==> src/rtl/frame_pkg.sv <==
// Shared types and default sizing for the frame packer and its decimator.
package frame_pkg;

  localparam int unsigned N_CH_DEF      = 22;
  localparam int unsigned DATA_W_DEF    = 32;
  localparam int unsigned DECIM_W_DEF   = 16;
  localparam int unsigned FRAME_CNT_W   = 32;
  localparam int unsigned OVERRUN_CNT_W = 16;

  typedef enum logic [1:0] {
    IDLE,
    HEADER,
    DATA
  } state_t;

  // Word index must reach N_CH (header + N_CH channels).
  function automatic int unsigned idx_width(int unsigned n_ch);
    return $clog2(n_ch + 1);
  endfunction

endpackage

==> src/rtl/sample_decimator.sv <==
// Counts sample strobes while enabled and flags every ratio-th one as a due capture.
module sample_decimator #(
  parameter int unsigned RATIO_W = 16
) (
  input  logic               clk,
  input  logic               rst,
  input  logic               enable,
  input  logic               sample,
  input  logic [RATIO_W-1:0] ratio,
  output logic               due
);

  logic [RATIO_W-1:0] count;
  logic [RATIO_W:0]   count_inc;
  logic [RATIO_W:0]   ratio_eff;

  // Compare the incremented count so a lowered ratio fires on the very next pulse.
  always_comb begin
    ratio_eff = (ratio == '0) ? (RATIO_W+1)'(1) : {1'b0, ratio};
    count_inc = {1'b0, count} + (RATIO_W+1)'(1);
    due       = enable && sample && (count_inc >= ratio_eff);
  end

  always_ff @(posedge clk or posedge rst) begin
    if (rst) begin
      count <= '0;
    end else if (!enable) begin
      count <= '0;
    end else if (sample) begin
      count <= due ? '0 : count_inc[RATIO_W-1:0];
    end
  end

endmodule

==> src/rtl/frame_packer.sv <==
// Snapshots N_CH channel words on a decimated sample strobe and streams them
// out as one frame: a header holding the frame number, then channels 0..N_CH-1.
module frame_packer
  import frame_pkg::*;
#(
  parameter int unsigned N_CH    = N_CH_DEF,
  parameter int unsigned DATA_W  = DATA_W_DEF,
  parameter int unsigned DECIM_W = DECIM_W_DEF
) (
  input  logic                     clk,
  input  logic                     rst,
  input  logic                     enable_i,
  input  logic                     sample_i,
  input  logic [DECIM_W-1:0]       decim_i,
  input  logic [N_CH*DATA_W-1:0]   ch_data_i,
  output logic [DATA_W-1:0]        m_data_o,
  output logic                     m_valid_o,
  input  logic                     m_ready_i,
  output logic                     m_last_o,
  output logic [FRAME_CNT_W-1:0]   frame_cnt_o,
  output logic [OVERRUN_CNT_W-1:0] overrun_cnt_o,
  output logic                     busy_o
);

  localparam int unsigned IDX_W = idx_width(N_CH);
  localparam logic [IDX_W-1:0] LAST_IDX = IDX_W'(N_CH - 1);

  state_t            state;
  logic [IDX_W-1:0]  idx;
  logic [DATA_W-1:0] snap [N_CH];
  logic              due;
  logic              handshake;
  logic [IDX_W-1:0]  next_idx;
  logic [DATA_W-1:0] next_word;
  logic              next_last;

  sample_decimator #(
    .RATIO_W (DECIM_W)
  ) u_decim (
    .clk    (clk),
    .rst    (rst),
    .enable (enable_i),
    .sample (sample_i),
    .ratio  (decim_i),
    .due    (due)
  );

  assign handshake = m_valid_o && m_ready_i;
  assign busy_o    = (state != IDLE);

  // Channel word to present after the current handshake.
  always_comb begin
    next_idx  = (state == HEADER) ? '0 : idx + IDX_W'(1);
    next_last = (next_idx == LAST_IDX);
    next_word = '0;
    for (int i = 0; i < N_CH; i++) begin
      if (IDX_W'(i) == next_idx) next_word = snap[i];
    end
  end

  always_ff @(posedge clk or posedge rst) begin
    if (rst) begin
      state         <= IDLE;
      idx           <= '0;
      m_data_o      <= '0;
      m_valid_o     <= 1'b0;
      m_last_o      <= 1'b0;
      frame_cnt_o   <= '0;
      overrun_cnt_o <= '0;
      for (int i = 0; i < N_CH; i++) snap[i] <= '0;
    end else begin
      // Any capture outside IDLE, including the final-handshake cycle, is lost.
      if (due && (state != IDLE) && (overrun_cnt_o != '1)) begin
        overrun_cnt_o <= overrun_cnt_o + OVERRUN_CNT_W'(1);
      end
      case (state)
        IDLE: begin
          if (due) begin
            for (int i = 0; i < N_CH; i++) snap[i] <= ch_data_i[i*DATA_W +: DATA_W];
            frame_cnt_o <= frame_cnt_o + FRAME_CNT_W'(1);
            m_data_o    <= DATA_W'(frame_cnt_o + FRAME_CNT_W'(1));
            m_valid_o   <= 1'b1;
            m_last_o    <= 1'b0;
            idx         <= '0;
            state       <= HEADER;
          end
        end
        HEADER: begin
          if (handshake) begin
            m_data_o <= next_word;
            m_last_o <= next_last;
            idx      <= next_idx;
            state    <= DATA;
          end
        end
        DATA: begin
          if (handshake) begin
            if (idx == LAST_IDX) begin
              m_data_o  <= '0;
              m_valid_o <= 1'b0;
              m_last_o  <= 1'b0;
              idx       <= '0;
              state     <= IDLE;
            end else begin
              m_data_o <= next_word;
              m_last_o <= next_last;
              idx      <= next_idx;
            end
          end
        end
        default: state <= IDLE;
      endcase
    end
  end

endmodule

==> config.mk <==
export PLATFORM = sky130hd
export DESIGN_NAME = frame_packer
export DESIGN_NICKNAME = d
export VERILOG_FILES = /design/src/rtl/frame_pkg.sv /design/src/rtl/sample_decimator.sv /design/src/rtl/frame_packer.sv
export SDC_FILE = /design/constraint.sdc
export NUM_CORES = 2
export LEC_CHECK = 0
export CORE_AREA = 3 3 314 316
export DETAILED_ROUTE_END_ITERATION = 12
export DIE_AREA = 0 0 317 319
export GPL_TIMING_DRIVEN = 0
export MAX_ROUTING_LAYER = met4
export PLACE_DENSITY = 0.73
export SKIP_CTS_REPAIR_TIMING = 1
export SYNTH_ARGS = -nofsm -noshare
export SYNTH_HDL_FRONTEND = slang
export SYNTH_SLANG_ARGS = --single-unit
==> constraint.sdc <==
create_clock -name clk -period 33.1 [get_ports clk]
set_input_delay 9.93 -clock clk [delete_from_list [all_inputs] [get_ports clk]]
set_output_delay 9.93 -clock clk [all_outputs]
set_load 0.02 [all_outputs]
==> reports/metrics.cfg <==
[critical_path]
cp_top_family = simple AND/OR/NAND/NOR gates
crit_cells = 13
cp_slowest_cell = nor3_2
cp.arrival_ns = 14.37
ff2ff_path_depth = 11
rrSetupSlack_ns = 27.09
crit_type = in -> reg
end_kind = register
r2r-end = m_data_o[28]
cp_max_fo = 10
cp-start-kind = input port
crit_start = decim_i[3]
critPathMaxStageDelay_ns = 0.79
timing.rr.start = idx[1]
cp_num_buf_inv = 3
crit_chain = clkdlybuf4s50_1, nor4_1, a41o_1, ha_1, nand4_1, or4_1, o211ai_1, nor4_4, nor3_2, clkbuf_1, clkbuf_1, nand2_1, nand2_1
cp.required_ns = 33.71
crit_path_end = snap[501]

[sta]
skew_ns = 0.0389
fin_crit_ns = 13.76
rsz0062_at_grt = no
setup_viol = 0
fmax_mhz = 72.7
hold_viol = 0
slew_violations = 2
max_slew_margin_pct = -3.96
worst_slew_pin_slew_ns = 1.56
finalCritPeriodShare_pct = 41.6

[clocking]
root_buffer = clkbuf_16
insertion_delay_ns = 0.69
cts-htree-levels = 3
cts_tree = yes
clock_sinks = 809
cts_inserted_buffers = 89
path_clk_slew_ns = 0.06
cts.path.max_buffers = 3

[yosys]
ys_seq_elements = 809
yosys_warnings = 0
ys.flop_type = dfrtp_1
syn_nets = 5356
synth-edff-count = 0
synthTopCellsByArea = dfrtp_1 53%, nand2_1 22%, buf_2 1.9%, nor2_1 1.7%, o21ai_0 1.6%
synth_top_cell_by_area = dfrtp_1
synth_top_cell_area_share_pct = 52.7
postSynthAreaPerCell_um2 = 8.33
syn-cell-area_um2 = 38400
synth-async-reset-ratio_pct = 100
synth-seq-area-share_pct = 52.7
netlist_instances = 4606
synth.distinct_cells = 92

[floorplan]
die_area_um2 = 101000
start_util_pct = 39.9
die-height_um = 319
die_x_um = 317
ios = 808
coreArea_um2 = 96300
rows = 114

[placed_design]
dpl_cell_area_um2 = 48300
gp_congestion = 1.03
dpl.hpwl_um = 169000
dp.cells = 6697
port_buffers = 807

[power]
powerDensity_nw_per_um2 = 56.0
p_leak_uw = 0.0253
peakVddDrop_uv = 40.7
total_power_uw = 2870

[grt]
grt.overflow.total = 0
grt.total_usage_pct = 42.9
grt_max_degree = 123
grt_pass1_vias = 39400
grt_pass1_wl_um = 295000
antenna_found_initial = 23

[cells_and_area]
final_util_pct = 53.3
drive_gt1_share_pct = 6.47
fin_nets = 6262
area_growth_syn_to_layout_pct = 33.8
fillers = 9141
layout.cells.non_filler = 6878
finalInstanceArea_um2 = 51400

[route]
drt-vias-per-instance = 5.90
avgRoutedWirePerCell_um = 31.4
drtIter0Drc = 6508
first_pass_iters = 6
routed-via-count = 40600
ant_nets = 0
postRouteWirelength_um = 216000
drc = 0

[min_path]
hp-class = reg -> reg

[flow_run]
maxCapViolCount = 1

[run_status]
violations = max-capacitance violations, max-slew violations
status = finished, violations left

==> metal layers <==
metal,vias up,part of all wire (%),track usage (%)
met2,3110,43,61.3
li1,17100,-,-
met1,19700,37,52.2
met4,0,7.8,27.1
met3,716,13,13.9
met5,-,0,-
==> placed cells by master (no fill, tap or decap), drive strengths merged, types with 18 or more instances in the layout <==
master	count
nand2	2274
dfrtp	809
clkdlybuf4s50	807
clkbuf	235
nor2	184
buf	168
o21ai	136
a21oi	99
a22oi	68
nand3	67
nor3	65
a221oi	47
xor2	46
xnor2	44
o22ai	39
inv	35
nand4	29
mux2i	29
ha	25
a211oi	21
a222oi	21
diode	20
and3	20
clkinv	20
a22o	18
==> registers in the layout (all words and copies together) (netlist names) <==
register       flops
m_valid_o          1
m_data_o          32
idx                5
snap             704
m_last_o           1
frame_cnt_o       32
u_decim.count     16
state              2
overrun_cnt_o     16
==> worst min-delay path, cell delays in order, from the launching register on <==
cell,delay (ns)
dfrtp_1,0.34
nand2_1,0.05
nand2_1,0.05
==> Yosys cell counts (17+ instances only) <==
cell type	instances
nand2_1	2273
dfrtp_1	809
nor2_1	173
buf_2	144
o21ai_0	119
clkbuf_1	111
a21oi_1	98
a22oi_1	68
nand3_1	67
nor3_1	63
a221oi_1	46
xor2_1	45
xnor2_1	43
o22ai_1	39
mux2i_1	29
nand4_1	29
inv_1	27
ha_1	25
a211oi_1	21
a222oi_1	21
a22o_1	18
and3_1	18
a221o_1	17
==> power by group <==
group          switching [uW]  leakage [uW]  total (uW)  internal, uW
registers                43.5        0.0109        1080          1040
clock network             457       0.00148        1060           600
logic                     521        0.0129         736           215
total                    1020        0.0253        2870          1850
==> kinds of logic (layout without fill, tap and decap cells) <==
logic type / after synthesis / in the layout / synth area share (%)
mux: 41 / 41 / 1.12
buf+inv: 303 / 1279 / 3.49
simple gates: 2714 / 2714 / 28.1
compound gates: 624 / 624 / 11.6
xor+xnor: 90 / 90 / 2.12
fa+ha+maj: 25 / 25 / 0.815
other cells: 0 / 20 / 0
flops: 809 / 809 / 52.7
==> per-stage QoR <==
| step | setup slack (ns) | hold WS [ns] | TNS, ns |
|---|---|---|---|
| after CTS | 19.41 | 0.473 | 0 |
| after floorplan | 0.449 | 0.437 | 0 |
| after detailed placement | 18.71 | 0.457 | 0 |
| after global placement | -9.58 | 0.453 | -7653.87 |
| final | 19.34 | 0.472 | 0 |
| after global routing | 19.19 | 0.494 | 0 |
==> layout make-up <==
type	count	area, um^2	share of cell area (%)
sequential	809	20200	39.4
buffer	273	1220	2.39
clock buffer	123	2550	4.97
multi-input combinational	3494	16800	32.7
timing repair buffer	815	8280	16.1
tap	1276	1600	3.11
clock inverter	38	484	0.943
inverter	30	120	0.234
antenna	20	50.0	0.0974
==> worst min path at each step <==
stage / start / endpoint / slack, ns / cells after the start
6_report: snap[505] / snap[505] / 0.47 / 2
5_1_grt: snap[21] / snap[21] / 0.49 / 2
3_3_place_gp: snap[163] / snap[163] / 0.45 / 2
3_5_place_dp: snap[466] / snap[466] / 0.46 / 2
4_1_cts: snap[466] / snap[466] / 0.47 / 2
2_1_floorplan: snap[105] / snap[105] / 0.44 / 2
Power figures use the tool's default switching activity.
